--- config.mk ---
export PLATFORM = sky130hd
export DESIGN_NAME = pipeline_run_controller
export DESIGN_NICKNAME = d
export VERILOG_FILES = /design/src/rtl/pipeline_run_controller.sv
export SDC_FILE = /design/constraint.sdc
export NUM_CORES = 1
export LEC_CHECK = 0
export CORE_AREA = 3 3 109 111
export DETAILED_ROUTE_END_ITERATION = 12
export DIE_AREA = 0 0 112 114
export PLACE_DENSITY = 0.81
export SLEW_MARGIN = 5
export SYNTH_ARGS = -nofsm -noshare
export SYNTH_HDL_FRONTEND = slang
export SYNTH_SLANG_ARGS = --single-unit
--- constraint.sdc ---
create_clock -name clk -period 3.75 [get_ports clk]
set_input_delay 1.125 -clock clk [delete_from_list [all_inputs] [get_ports clk]]
set_output_delay 1.125 -clock clk [all_outputs]
set_load 0.05 [all_outputs]
--- src/rtl/pipeline_run_controller.sv ---
// Run/step/halt sequencer for the five-stage MIPS pipeline bring-up path.
// Drives pc_enable/pc_reset, drains on stop and publishes a (PC, cycles) snapshot.
module pipeline_run_controller #(
  parameter int                    ADDR_BITS    = 32,
  parameter int                    DATA_WIDTH   = 32,
  parameter int                    CNT_WIDTH    = 32,
  parameter logic [DATA_WIDTH-1:0] HALT_INSTR   = {DATA_WIDTH{1'b1}},
  parameter int                    DRAIN_CYCLES = 4,
  parameter int                    RESET_CYCLES = 2
) (
  input  logic                  clk,
  input  logic                  reset_n,
  input  logic                  cmd_valid,
  input  logic [1:0]            cmd_code,
  output logic                  cmd_ready,
  input  logic [ADDR_BITS-1:0]  pc_addr,
  input  logic [DATA_WIDTH-1:0] pc_instr,
  output logic                  pc_enable,
  output logic                  pc_reset,
  output logic                  busy,
  output logic                  done,
  output logic [CNT_WIDTH-1:0]  cycle_count,
  output logic                  snap_valid,
  output logic [ADDR_BITS-1:0]  snap_pc,
  output logic [CNT_WIDTH-1:0]  snap_cycles,
  output logic [2:0]            dbg_state
);

  localparam int DW = (DRAIN_CYCLES > 1) ? $clog2(DRAIN_CYCLES) : 1;
  localparam int RW = (RESET_CYCLES > 1) ? $clog2(RESET_CYCLES) : 1;

  localparam logic [1:0] CMD_RUN      = 2'd0;
  localparam logic [1:0] CMD_STEP     = 2'd1;
  localparam logic [1:0] CMD_HALT     = 2'd2;
  localparam logic [1:0] CMD_RESET_PC = 2'd3;

  typedef enum logic [2:0] {
    S_IDLE  = 3'd0,
    S_RUN   = 3'd1,
    S_STEP  = 3'd2,
    S_DRAIN = 3'd3,
    S_DONE  = 3'd4,
    S_PCRST = 3'd5
  } state_e;

  state_e                 state_q, state_d;
  logic                   stop_user_q, stop_user_d;
  logic [DW-1:0]          drain_cnt_q, drain_cnt_d;
  logic [RW-1:0]          rst_cnt_q, rst_cnt_d;
  logic [CNT_WIDTH-1:0]   cycle_count_q, cycle_count_d;
  logic                   snap_valid_q, snap_valid_d;
  logic [ADDR_BITS-1:0]   snap_pc_q, snap_pc_d;
  logic [CNT_WIDTH-1:0]   snap_cycles_q, snap_cycles_d;
  logic                   snap_take;
  logic                   halt_hit;
  logic                   cmd_accept;

  assign halt_hit = (pc_instr == HALT_INSTR);

  // Command handshake: a command transfers on any rising edge where
  // cmd_valid && cmd_ready; cmd_ready depends only on state, never on cmd_valid.
  assign cmd_ready  = (state_q == S_IDLE) || (state_q == S_RUN) || (state_q == S_DONE);
  assign cmd_accept = cmd_valid && cmd_ready;

  // Decoded from state so a halt at fetch stops the PC in the same cycle.
  assign pc_enable = ((state_q == S_RUN) || (state_q == S_STEP)) && !halt_hit;
  assign pc_reset  = (state_q == S_PCRST);
  assign busy      = (state_q == S_RUN) || (state_q == S_STEP) ||
                     (state_q == S_DRAIN) || (state_q == S_PCRST);
  assign done      = (state_q == S_DONE);

  assign cycle_count = cycle_count_q;
  assign snap_valid  = snap_valid_q;
  assign snap_pc     = snap_pc_q;
  assign snap_cycles = snap_cycles_q;
  assign dbg_state   = state_q;

  always_comb begin
    state_d     = state_q;
    stop_user_d = stop_user_q;
    drain_cnt_d = drain_cnt_q;
    rst_cnt_d   = rst_cnt_q;
    snap_take   = 1'b0;

    cycle_count_d = cycle_count_q;
    if (pc_enable && (cycle_count_q != {CNT_WIDTH{1'b1}})) begin
      cycle_count_d = cycle_count_q + CNT_WIDTH'(1);
    end

    case (state_q)
      S_IDLE: begin
        if (cmd_accept) begin
          case (cmd_code)
            CMD_RUN:      state_d = S_RUN;
            CMD_STEP:     state_d = S_STEP;
            CMD_RESET_PC: begin
              state_d   = S_PCRST;
              rst_cnt_d = RW'(RESET_CYCLES - 1);
            end
            default:      state_d = S_IDLE;
          endcase
        end
      end
      S_RUN: begin
        // A program stop takes priority over any command in the same cycle.
        if (halt_hit) begin
          state_d     = S_DRAIN;
          stop_user_d = 1'b0;
          drain_cnt_d = DW'(DRAIN_CYCLES - 1);
        end else if (cmd_accept && (cmd_code == CMD_HALT)) begin
          state_d     = S_DRAIN;
          stop_user_d = 1'b1;
          drain_cnt_d = DW'(DRAIN_CYCLES - 1);
        end else if (cmd_accept && (cmd_code == CMD_RESET_PC)) begin
          state_d   = S_PCRST;
          rst_cnt_d = RW'(RESET_CYCLES - 1);
        end
      end
      S_STEP: begin
        if (halt_hit) begin
          state_d     = S_DRAIN;
          stop_user_d = 1'b0;
          drain_cnt_d = DW'(DRAIN_CYCLES - 1);
        end else begin
          state_d   = S_IDLE;
          snap_take = 1'b1;
        end
      end
      S_DRAIN: begin
        if (drain_cnt_q == '0) begin
          state_d   = stop_user_q ? S_IDLE : S_DONE;
          snap_take = 1'b1;
        end else begin
          drain_cnt_d = drain_cnt_q - DW'(1);
        end
      end
      S_DONE: begin
        if (cmd_accept && (cmd_code == CMD_RESET_PC)) begin
          state_d   = S_PCRST;
          rst_cnt_d = RW'(RESET_CYCLES - 1);
        end
      end
      S_PCRST: begin
        if (rst_cnt_q == RW'(RESET_CYCLES - 1)) begin
          cycle_count_d = '0;
        end
        if (rst_cnt_q == '0) begin
          state_d = S_IDLE;
        end else begin
          rst_cnt_d = rst_cnt_q - RW'(1);
        end
      end
      default: state_d = S_IDLE;
    endcase

    snap_valid_d  = snap_take;
    snap_pc_d     = snap_take ? pc_addr : snap_pc_q;
    snap_cycles_d = snap_take ? cycle_count_d : snap_cycles_q;
  end

  always_ff @(posedge clk or negedge reset_n) begin
    if (!reset_n) begin
      state_q       <= S_IDLE;
      stop_user_q   <= 1'b0;
      drain_cnt_q   <= '0;
      rst_cnt_q     <= '0;
      cycle_count_q <= '0;
      snap_valid_q  <= 1'b0;
      snap_pc_q     <= '0;
      snap_cycles_q <= '0;
    end else begin
      state_q       <= state_d;
      stop_user_q   <= stop_user_d;
      drain_cnt_q   <= drain_cnt_d;
      rst_cnt_q     <= rst_cnt_d;
      cycle_count_q <= cycle_count_d;
      snap_valid_q  <= snap_valid_d;
      snap_pc_q     <= snap_pc_d;
      snap_cycles_q <= snap_cycles_d;
    end
  end

endmodule

==> After elaboration in Yosys (flattened, before gate mapping) <==
Cells that the tools add are included.
W data, S select, Z words.
{ "classes": {"n_eq_ne": 19, "reduce_logical": 21, "add_sub_neg": 3, "mux": 32} }
{ "ops": {"columns": ["op", "count"], "rows": [
  ["$mux W32", 3],
  ["$add A32 B1 Y32 const B", 1],
  ["$eq A32 B32 Y1 const B", 1],
  ["$ne A32 B32 Y1 const B", 1],
  ["$mux W3", 7],
  ["$pmux W3 S6", 1],
  ["$ne A2 B2 Y1 const B", 6],
  ["$mux W1", 11],
  ["$mux W2", 5],
  ["$pmux W3 S3", 1],
  ["$eq A3 B2 Y1 const B", 2],
  ["$eq A3 B3 Y1 const B", 2],
  ["$pmux W2 S3", 1],
  ["$reduce_and A3 Y1", 2],
  ["$logic_and A1 B1 Y1", 5],
  ["$logic_or A1 B1 Y1", 5],
  ["$reduce_and A5 Y1", 1],
  ["$eq A2 B2 Y1 const B", 2],
  ["$logic_not A2 Y1", 2],
  ["$ne A2 B1 Y1 const B", 2],
  ["$pmux W1 S2", 2],
  ["$pmux W1 S4", 1],
  ["$reduce_and A4 Y1", 1],
  ["$reduce_bool A4 Y1", 1],
  ["other kinds (9)", 9]
]} }
{ "word_totals": {"ff_bits": 104, "elab_cells": 83, "output_inout_bits": 105, "inputBits": 69} }

==> Longest topological paths before layout <==
Gate-level depths: netlist of the first run.
{ "logic_depth": {"depth_word": 9, "mapped_depth": 11} }

==> Worst setup path before layout of the first run <==
OpenSTA, ideal clock, no wires.
{ "synth_path": {"path_type": "in2out", "startpoint": "in pc_instr[15]", "endpoint": "out pc_enable", "setup_slack_ns": 0.260, "cell_stages": 5, "arrival_ns": 2.365, "n_path_buf": 1, "t_required_ns": 2.625, "cell_sequence": "nand4_1 > nor4_2 > nand3_1 > clkbuf_1 > and2_1"} }
{ "synth_via": {"elab_chain_len": 3} }
{ "synth_rtl": {"columns": ["item", "line_no", "source"], "rows": [
  ["from (decl)", "17", "input logic [DATA_WIDTH-1:0] pc_instr,"],
  ["$eq A32 B32 Y1", "58", "assign halt_hit = (pc_instr == HALT_INSTR);"],
  ["$logic_not A1 Y1", "66", "assign pc_enable = ((state_q == S_RUN) || (state_q == S_STEP)) && !halt_hit;"],
  ["$logic_and A1 B1 Y1", "66", null],
  ["to (decl)", "18", "output logic pc_enable,"]
]} }
Every way passes these cells.

==> Final worst setup path of the first run <==
{ "layout_path": {"startpoint": "in pc_instr[3]", "endpoint": "out pc_enable"} }
Same word-level chain as after synthesis.

==> results of run 1 <==
## worst reg2reg max path: stages (launching register included)
cell	delay, ps
dfrtp_1	440
ha_1	240
nand4_1	160
nor3_2	470
o2111ai_1	610
or3_1	570
a31oi_1	180
## power groups by stage
stage | Combinational [uW] | Clock [uW] | Sequential [uW]
3_3_place_gp | 2920 | 0 | 1740
5_1_grt | 3140 | 746 | 1780
4_1_cts | 2980 | 696 | 1730
6_report | 2960 | 681 | 1730
2_1_floorplan | 912 | 0 | 2830
3_5_place_dp | 2970 | 0 | 1750
## per-layer routing
metal	GRT usage, %	vias up	share of wire (%)
met5	0	-	0
met4	7.21	0	2.1
met3	5.41	20	7.9
met2	34.9	192	48
met1	26.9	2189	42
li1	-	2153	-
## cells by family (layout without fill, tap and decap cells)
kind of cell | Yosys count | count (layout) | share of synthesized area [%]
DFF | 104 | 104 | 53.4
muxes | 3 | 3 | 0.668
and+or+nand+nor | 266 | 266 | 25.8
xor gates and xnor gates | 14 | 14 | 2.52
AOI/OAI and AO/OA | 95 | 95 | 11.7
adders and majority gates | 5 | 5 | 1.28
buffers and inverters | 40 | 207 | 4.62
## Yosys cell counts, types with 2 or more instances
library cell and number:
a21oi_1 23, a31oi_1 20, and2_1 8, and3_1 6
and4_1 2, buf_2 12, buf_4 3, buf_6 3
clkbuf_1 9, dfrtp_1 104, ha_1 5, inv_1 9
mux2_2 2, nand2_1 122, nand3_1 23, nand4_1 22
nor2_1 50, nor3_1 4, o21ai_0 37, o31ai_1 2
or2_2 2, or3_1 17, xor2_1 13
## final timing paths
kind,startpoint,end
max,pc_instr[3],pc_enable
min,snap_pc[25]$_DFFE_PN0P_,snap_pc[25]$_DFFE_PN0P_
max reg2reg,cycle_count[0]$_DFF_PN0_,snap_cycles[22]$_DFFE_PN0P_
min reg2reg,snap_pc[25]$_DFFE_PN0P_,snap_pc[25]$_DFFE_PN0P_
max in group asynchronous,reset_n,cycle_count[31]$_DFF_PN0_
min in group asynchronous,reset_n,snap_pc[16]$_DFFE_PN0P_
## sequential cells by signal, indices dropped and copies added (netlist names)
register     cells
cycle_count     32
snap_cycles     32
snap_pc         32
dbg_state        3
drain_cnt_q      2
rst_cnt_q        1
snap_valid       1
stop_user_q      1
## metrics by stage
step	power [uW]	hold slack (ps)	utilization, %
after detailed placement	4730	462	61.3
final	5380	481	63.0
after floorplan	3740	479	-
after global routing	5670	504	63.0
after global placement	4660	458	61.3
after CTS	5410	485	63.0
## layout make-up
cell class,instances,area share (%)
clock inverters,3,0.638
inverters,11,0.675
multi-input cells,383,29.8
well taps,140,2.55
repair buffers,182,26.3
clock buffers,11,2.06
flip-flops and latches,104,37.9
==> run metrics, run 1 <==
Max VDD drop between 0.0004 and 0.0005 V; area grow syn2layout 40.9%; ant diodes 0; Max Fclk around 270 MHz; Fin. Hold Viols 0; Mapped Cells ~530; reg2reg setup slack 1000 ps; Post-CTS Setup Inserts 0; Final period util 98.8%; vias in the first global route 4,382; Synth Warn # 0; Worst Skew between 10 and 15 ps; DP Cell Count between 800 and 900; Final min period 3710 ps; Mean Syn Cell Area between 9 and 10 sq um; drt wl/cell between 15 and 20 um; Yosys reg bits roughly 100; Antenna Nets Post-Route 0; CP max-delay cell clkdlybuf4s50_1; ranking of synthesized cells by area dfrtp_1 53%, nand2_1 9.4%, nor2_1 3.9%; crit-path max cell delay ~480 ps; fin area 6860 sq um; CTS tree yes; WS Path Type in2out; Syn Std Cell Area 4870 sq um; Iter 0 DRT Violations 341; num rows 38; largest net degree at the start of global routing 70; die area between 10,000 and 15,000 sq um; Slew @ Worst Pin ~1000 ps; fin cells between 800 and 900; DRT Pass-1 Iters 7; DP HPWL approximately 10,000 um; total gr overflow 0; post-cts sizing count 0; pwr dens slightly below 800 nW/um^2; Starting Density 44.7%; Layout Nets ~770; number of port buffers about 170; internal power approximately 2700 uW; Max clock buf depth 2; sequential power share 32.2%; Net Sw Power approximately 2600 uW; final setup fails 0; first-pass GRT wire length about 22,000 um; number of synthesized flops with an enable pin 0; clk root buf clkbuf_8; Rel. slew slack approximately a third; RSZ-0062 raised after global routing false; share of cells above drive strength 1 5.33%; hold_buf cts 0; worst r2r path cells 6; syn nets 601; die width about 110 um; antenna violations before repair 0; Total GRT Usage around a fifth; crit-path max FO 2; WL final 13,600 um; Synth area leader dfrtp_1; critical-path cell list clkdlybuf4s50_1 -> nand4_1 -> nor4_2 -> nand3_1 -> and2_1 -> buf_4; sequential area share after synthesis approximately 53%; Reg clk slew, reported paths about 90 ps; final setup TNS 0 ps; Multi-input gate area roughly 2000 sq um; IO Pins approximately 170; Crit. path cell count 6; worst path required time 2620 ps; Post-DP Area 6670 sq um; status finished, final reports clean; P_leak 0.00297 uW; share of the synthesized area in the top cell type 53.4%; routability cong. slightly below 0.9; Netlist cell types between 50 and 60; commonest non-fill, non-tap cell in the layout clkdlybuf4s50_1; Sw Share 49.0%; critical path arrival approximately 2600 ps; Worst Hold Class reg2reg; total of max-cap violations 0; sequential cell area 2600 sq um; CTS H-tree depth 3; endpoint class of the critical path primary output; vias per cell 5.46; final worst slack between 40 and 50 ps; DRC errors left 0; TritonCTS Buffers 9; CP startpoint kind input pin; CP Buf/Inv Count 2; most frequent cells in the layout 171 x clkdlybuf4s50_1, 122 x nand2_1, 104 x dfrtp_1; number of clock sinks roughly 100; Clock power frac around 13%; Chip Height around 110 um; core area approximately 11,000 sq um; Combinational Power Share 55.1%; fillcell total approximately 950; post-synthesis async set-or-reset flop share 100%; Setup WS pre-CTS ~8.9 ps; max-slew violation count 0; vias between 4,000 and 5,000; predominant post-synthesis flop cell dfrtp_1; worst hold stages 2; clock latency on the worst-skew pair roughly 360 ps; largest delay contributor family on the critical path simple AND/OR/NAND/NOR gates
Note: power is estimated with default switching activity, not from simulation.
==> inputs of run 2 (changes only) <==
- CORE_AREA: 3 3 109 111 -> 3 3 104 106
- DIE_AREA: 0 0 112 114 -> 0 0 107 109
- PLACE_DENSITY: 0.81 -> 0.88
- SKIP_CTS_REPAIR_TIMING: default -> 1
- clock period: 3.75 -> 4.5 ns (I/O delays scaled with it)
==> run 2 against run 1 <==
Register-to-register slack gained 390 ps. Highest routed layer unchanged. Total power shrank 16%. Clock skew grew 1.5 ps. Non-clock buffer count shrank 2. Critical endpoint unchanged. Die area shrank 8.7%. Sequential share of layout area grew 0.090 points. Global-route usage grew 1.9 points.
==> run metrics, run 2 (same netlist as run 1, synthesis figures left out) <==
vias in the first global route 4,329 (-1.2%); P_leak 0.00296 uW (-0.33%); CP startpoint kind input pin; clk root buf clkbuf_8; Setup WS pre-CTS 348 ps (+339 ps); CTS tree yes; Max clock buf depth 2 (unchanged); met1 Use GR 29.5% (+2.6 points); vias 4,516 (-0.83%); Final period util approximately 90%; routability cong. 0.874 (-0.78%); pwr dens 658 nW/um^2 (-16%); largest net degree at the start of global routing 89 (+27%); Starting Density 49.4% (+4.6 points); Max VDD drop 0.000436 V (-6.9%); core area 9860 sq um (-9.4%); area grow syn2layout 40.5%; WS Path Type in2out; TritonCTS Buffers 9 (unchanged); DRC errors left 0 (unchanged); Layout Nets 763 (-0.26%); Combinational Power Share 54.8% (-0.3 points); final setup fails 0 (unchanged); Net Sw Power 2210 uW (-16%); sequential power share 32.2% (about the same); DP Cell Count 811 (-1.1%); Slew @ Worst Pin 1110 ps (+96.1 ps); commonest non-fill, non-tap cell in the layout clkdlybuf4s50_1; status finished, final reports clean; Iter 0 DRT Violations 436 (+28%); total of max-cap violations 0 (unchanged); endpoint class of the critical path primary output; final worst slack 346 ps (+303 ps); DP HPWL 9910 um (-2.7%); CTS H-tree depth 3 (unchanged); Max Fclk 241 MHz; met3 Use GR 5.74% (+0.33 points); vias per cell 5.46 (about the same); ant diodes 0 (unchanged); number of port buffers 173 (unchanged); antenna violations before repair 0 (unchanged); critical path arrival 2800 ps (+220 ps); Clock power frac 13.1% (+0.4 points); Worst Skew 16.5 ps (+1.51 ps); Post-DP Area 6640 sq um (-0.54%); internal power 2290 uW (-16%); Chip Height 109 um (-4.4%); fillcell total 734 (-22%); worst path required time 3150 ps (+530 ps); die area 11,700 sq um (-8.7%); fin cells 827 (-0.84%); Final min period between 4000 and 5000 ps; DRT Pass-1 Iters 5 (-2); total gr overflow 0 (unchanged); Antenna Nets Post-Route 0 (unchanged); fin area 6840 sq um (-0.24%); most frequent cells in the layout 171 x clkdlybuf4s50_1, 122 x nand2_1, 104 x dfrtp_1; CP max-delay cell clkdlybuf4s50_1; largest delay contributor family on the critical path simple AND/OR/NAND/NOR gates; clock latency on the worst-skew pair 360 ps (about the same); Sw Share 49.1% (+0.10 points); critical-path cell list clkdlybuf4s50_1 -> nand4_1 -> nor4_2 -> nand3_1 -> and2_1 -> buf_4; drt wl/cell 16.3 um (about the same); final setup TNS 0 ps (unchanged); first-pass GRT wire length 21,200 um (-2.4%); max-slew violation count 0 (unchanged); share of cells above drive strength 1 5.33% (unchanged); GRT busiest layer met2; Reg clk slew, reported paths 90 ps (about the same); num rows 36 (-5.3%); Fin. Hold Viols 0 (unchanged); crit-path max FO 2 (unchanged); WL final 13,500 um (-0.89%); CP Buf/Inv Count 2 (unchanged); RSZ-0062 raised after global routing false; met2 Track Usage GR 37.6% (+2.8 points); die width 107 um (-4.5%); utilization after layout 69.4% (+6.4 points); IO Pins 174 (unchanged); Total GRT Usage 22.9% (+1.9 points); Rel. slew slack 26.3% (-6.3 points); Worst Hold Class reg2reg; crit-path max cell delay 470 ps (about the same); number of clock sinks 104 (unchanged)
[run 2: worst register-to-register path: stages, from the launching register on]
cell	delay [ps]
dfrtp_1	460
ha_1	250
nand4_1	170
nor3_2	480
nand4_1	610
nand3_1	590
xor2_1	250
o21ai_0	160
[run 2: layout make-up]
type | instances | area (sq um) | share of cell area (%)
Sequential cell | 104 | 2600 | 38.0
Multi-Input combinational cell | 383 | 2040 | 29.9
Inverter | 11 | 46.3 | 0.677
Clock buffer | 11 | 141 | 2.07
Timing Repair Buffer | 180 | 1780 | 26.0
Clock inverter | 5 | 63.8 | 0.933
Tap cell | 133 | 166 | 2.43
[run 2: metal layers]
layer / share of wire (%) / wire length (um)
met5: 0 / 0
met4: 2.0 / 267
met3: 8.5 / 1140
met2: 48 / 6410
met1: 42 / 5640
[run 2: final timing paths]
check,end,slack [ps],cells past startpoint,startpoint
setup / recovery,pc_enable,350,6,pc_instr[15]
hold / removal,snap_pc[29]$_DFFE_PN0P_,480,2,snap_pc[29]$_DFFE_PN0P_
setup reg to reg,snap_cycles[0]$_DFFE_PN0P_,1390,7,cycle_count[0]$_DFF_PN0_
hold reg to reg,snap_pc[29]$_DFFE_PN0P_,480,2,snap_pc[29]$_DFFE_PN0P_
max in group asynchronous,snap_cycles[0]$_DFFE_PN0P_,2540,2,reset_n
min in group asynchronous,cycle_count[14]$_DFF_PN0_,1190,1,reset_n
[run 2: per-stage QoR]
step | total power (uW) | hold WS (ps)
floorplan | 3120 | 479
global placement | 3870 | 458
detailed placement | 3940 | 461
CTS | 4530 | 485
global route | 4750 | 509
finish | 4510 | 479
[run 2: power by group through the flow]
| stage | combinational [uW] | sequential (uW) | clock, uW |
|---|---|---|---|
| 2_1_floorplan | 760 | 2360 | 0 |
| 6_report | 2470 | 1450 | 589 |
| 3_3_place_gp | 2420 | 1450 | 0 |
| 5_1_grt | 2620 | 1480 | 649 |
| 3_5_place_dp | 2470 | 1470 | 0 |
| 4_1_cts | 2480 | 1450 | 609 |
==> inputs of run 3 (changes only) <==
- PLACE_DENSITY: 0.88 -> default
- PLACE_DENSITY_LB_ADDON: default -> 0.15
==> run 3 against run 2 <==
Non-clock buffer count did not move. Sequential power barely moved. Total power fell by 2.1%. Via count fell by 3.1%.
==> run metrics, run 3 (same netlist as run 1, synthesis figures left out) <==
Rel. slew slack 34.2% (+7.9 points); vias 4,376 (-3.1%); CTS H-tree depth 3 (unchanged); met3 WL 1040 um (-9.2%); endpoint class of the critical path primary output; max-slew violation count 0 (unchanged); DRC errors left 0 (unchanged); largest net degree at the start of global routing 78 (-12%); CTS tree yes; Fin. Hold Viols 0 (unchanged); DRT Pass-1 Iters 4 (-1); CP Buf/Inv Count 2 (unchanged); most frequent cells in the layout 171 x clkdlybuf4s50_1, 122 x nand2_1, 104 x dfrtp_1; fin area 6800 sq um (-0.57%); final setup fails 0 (unchanged); routability cong. 0.910 (+4.1%); Max Used Layer met4; Chip Height 109 um (unchanged); Max Fclk 242 MHz (+0.51%); drt wl/cell 15.5 um (-5.1%); die width 107 um (unchanged); Slew @ Worst Pin 986 ps (-120 ps); Final min period 4130 ps (-21.0 ps); status finished, final reports clean; antenna violations before repair 0 (unchanged); Post-DP Area 6640 sq um (unchanged); number of port buffers 173 (unchanged); Starting Density 49.4% (unchanged); CP max-delay cell clkdlybuf4s50_1; P_leak 0.00294 uW (-0.92%); reg2reg start cycle_count[0]$_DFF_PN0_; total of max-cap violations 0 (unchanged); die area 11,700 sq um (unchanged); crit-path max FO 2 (unchanged); IO Pins 174 (unchanged); commonest non-fill, non-tap cell in the layout clkdlybuf4s50_1; Max clock buf depth 2 (unchanged); share of cells above drive strength 1 5.04% (-0.29 points); Layout Nets 763 (unchanged); core area 9860 sq um (unchanged); num rows 36 (unchanged); HP Start snap_pc[21]$_DFFE_PN0P_; Total GRT Usage 22.6% (-0.30 points); vias per cell 5.29 (-3.1%); critical path arrival 2780 ps (-20 ps); CP startpoint kind input pin; largest delay contributor family on the critical path simple AND/OR/NAND/NOR gates; crit-path max cell delay 460 ps (about the same); Worst Hold Class reg2reg; final setup TNS 0 ps (unchanged); Antenna Nets Post-Route 0 (unchanged); DP HPWL 9450 um (-4.6%); WL final 12,800 um (-5.1%); pwr dens 648 nW/um^2 (-1.6%); ant diodes 0 (unchanged); Reg clk slew, reported paths 90 ps (about the same); vias in the first global route 4,184 (-3.3%); Iter 0 DRT Violations 290 (-33%); Worst Skew 8.81 ps (-7.64 ps); TritonCTS Buffers 9 (unchanged); area grow syn2layout 39.7%; WS Path Type in2out; clk root buf clkbuf_8; Final period util 91.8% (-0.47 points); Routed met2 length 5920 um (-7.7%); total gr overflow 0 (unchanged); WL met1 5640 um (about the same); clock latency on the worst-skew pair 370 ps (about the same); number of clock sinks 104 (unchanged); Critical Path Source pc_instr[10]; critical-path cell list clkdlybuf4s50_1 -> nand4_1 -> nor4_2 -> nand3_1 -> and2_1 -> buf_4; first-pass GRT wire length 20,900 um (-1.5%); worst path required time 3150 ps (about the same); Max VDD drop 0.000447 V (+2.5%); RSZ-0062 raised after global routing false
run 3: cell count changes in the layout (fill, tap and decap cells not counted), sizes merged:
cell,previous run,this run
clkinv,2,1
clkinvlp,1,3
bufinv,1,0
inv,12,11
clkbuf,11,12
run 3: worst register-to-register path, delay by kind of cell, from the launching register on:
kind                       cells  cell delay [ps]
AOI/OAI and AO/OA              1              120
adders and majority gates      1              260
DFF                            1              460
muxes                          1              300
and+or+nand+nor                4             1820
run 3: area by class of cell:
cell class	instances	area [sq um]
clock buffers	12	135
fillers	785	3060
multi-input cells	383	2040
clock inverters	4	31.3
repair buffers	180	1780
well taps	133	166
flip-flops and latches	104	2600
inverters	11	46.3
run 3: path summary, 6_finish.rpt:
kind / cells after the start / slack, ps / end
max reg2reg: 7 / 1420 / snap_cycles[1]$_DFFE_PN0P_
min: 2 / 480 / snap_pc[21]$_DFFE_PN0P_
max in group asynchronous: 2 / 2590 / snap_valid$_DFF_PN0_
min reg2reg: 2 / 480 / snap_pc[21]$_DFFE_PN0P_
min in group asynchronous: 1 / 1110 / snap_pc[15]$_DFFE_PN0P_
max: 6 / 370 / pc_enable
run 3: through the flow:
step	setup slack, ps	util (%)	hold slack [ps]	cells	power (uW)
after CTS	346	69.0	484	827	4440
final	367	69.0	478	827	4410
after global routing	255	69.0	502	827	4670
after detailed placement	346	67.3	461	811	3930
after global placement	367	67.3	457	811	3870
after floorplan	560	-	479	527	3120
run 3: where the power goes:
part           internal (uW)  switching, uW  total (uW)
Clock                    203            314         517
Sequential              1230            214        1440
Combinational            792           1660        2450
run 3: layer usage:
| layer | track usage (%) | up-vias |
|---|---|---|
| li1 | - | 2147 |
| met2 | 36.1 | 184 |
| met4 | 7.31 | 0 |
| met3 | 5.68 | 13 |
| met1 | 30.5 | 2032 |
| met5 | 0 | - |
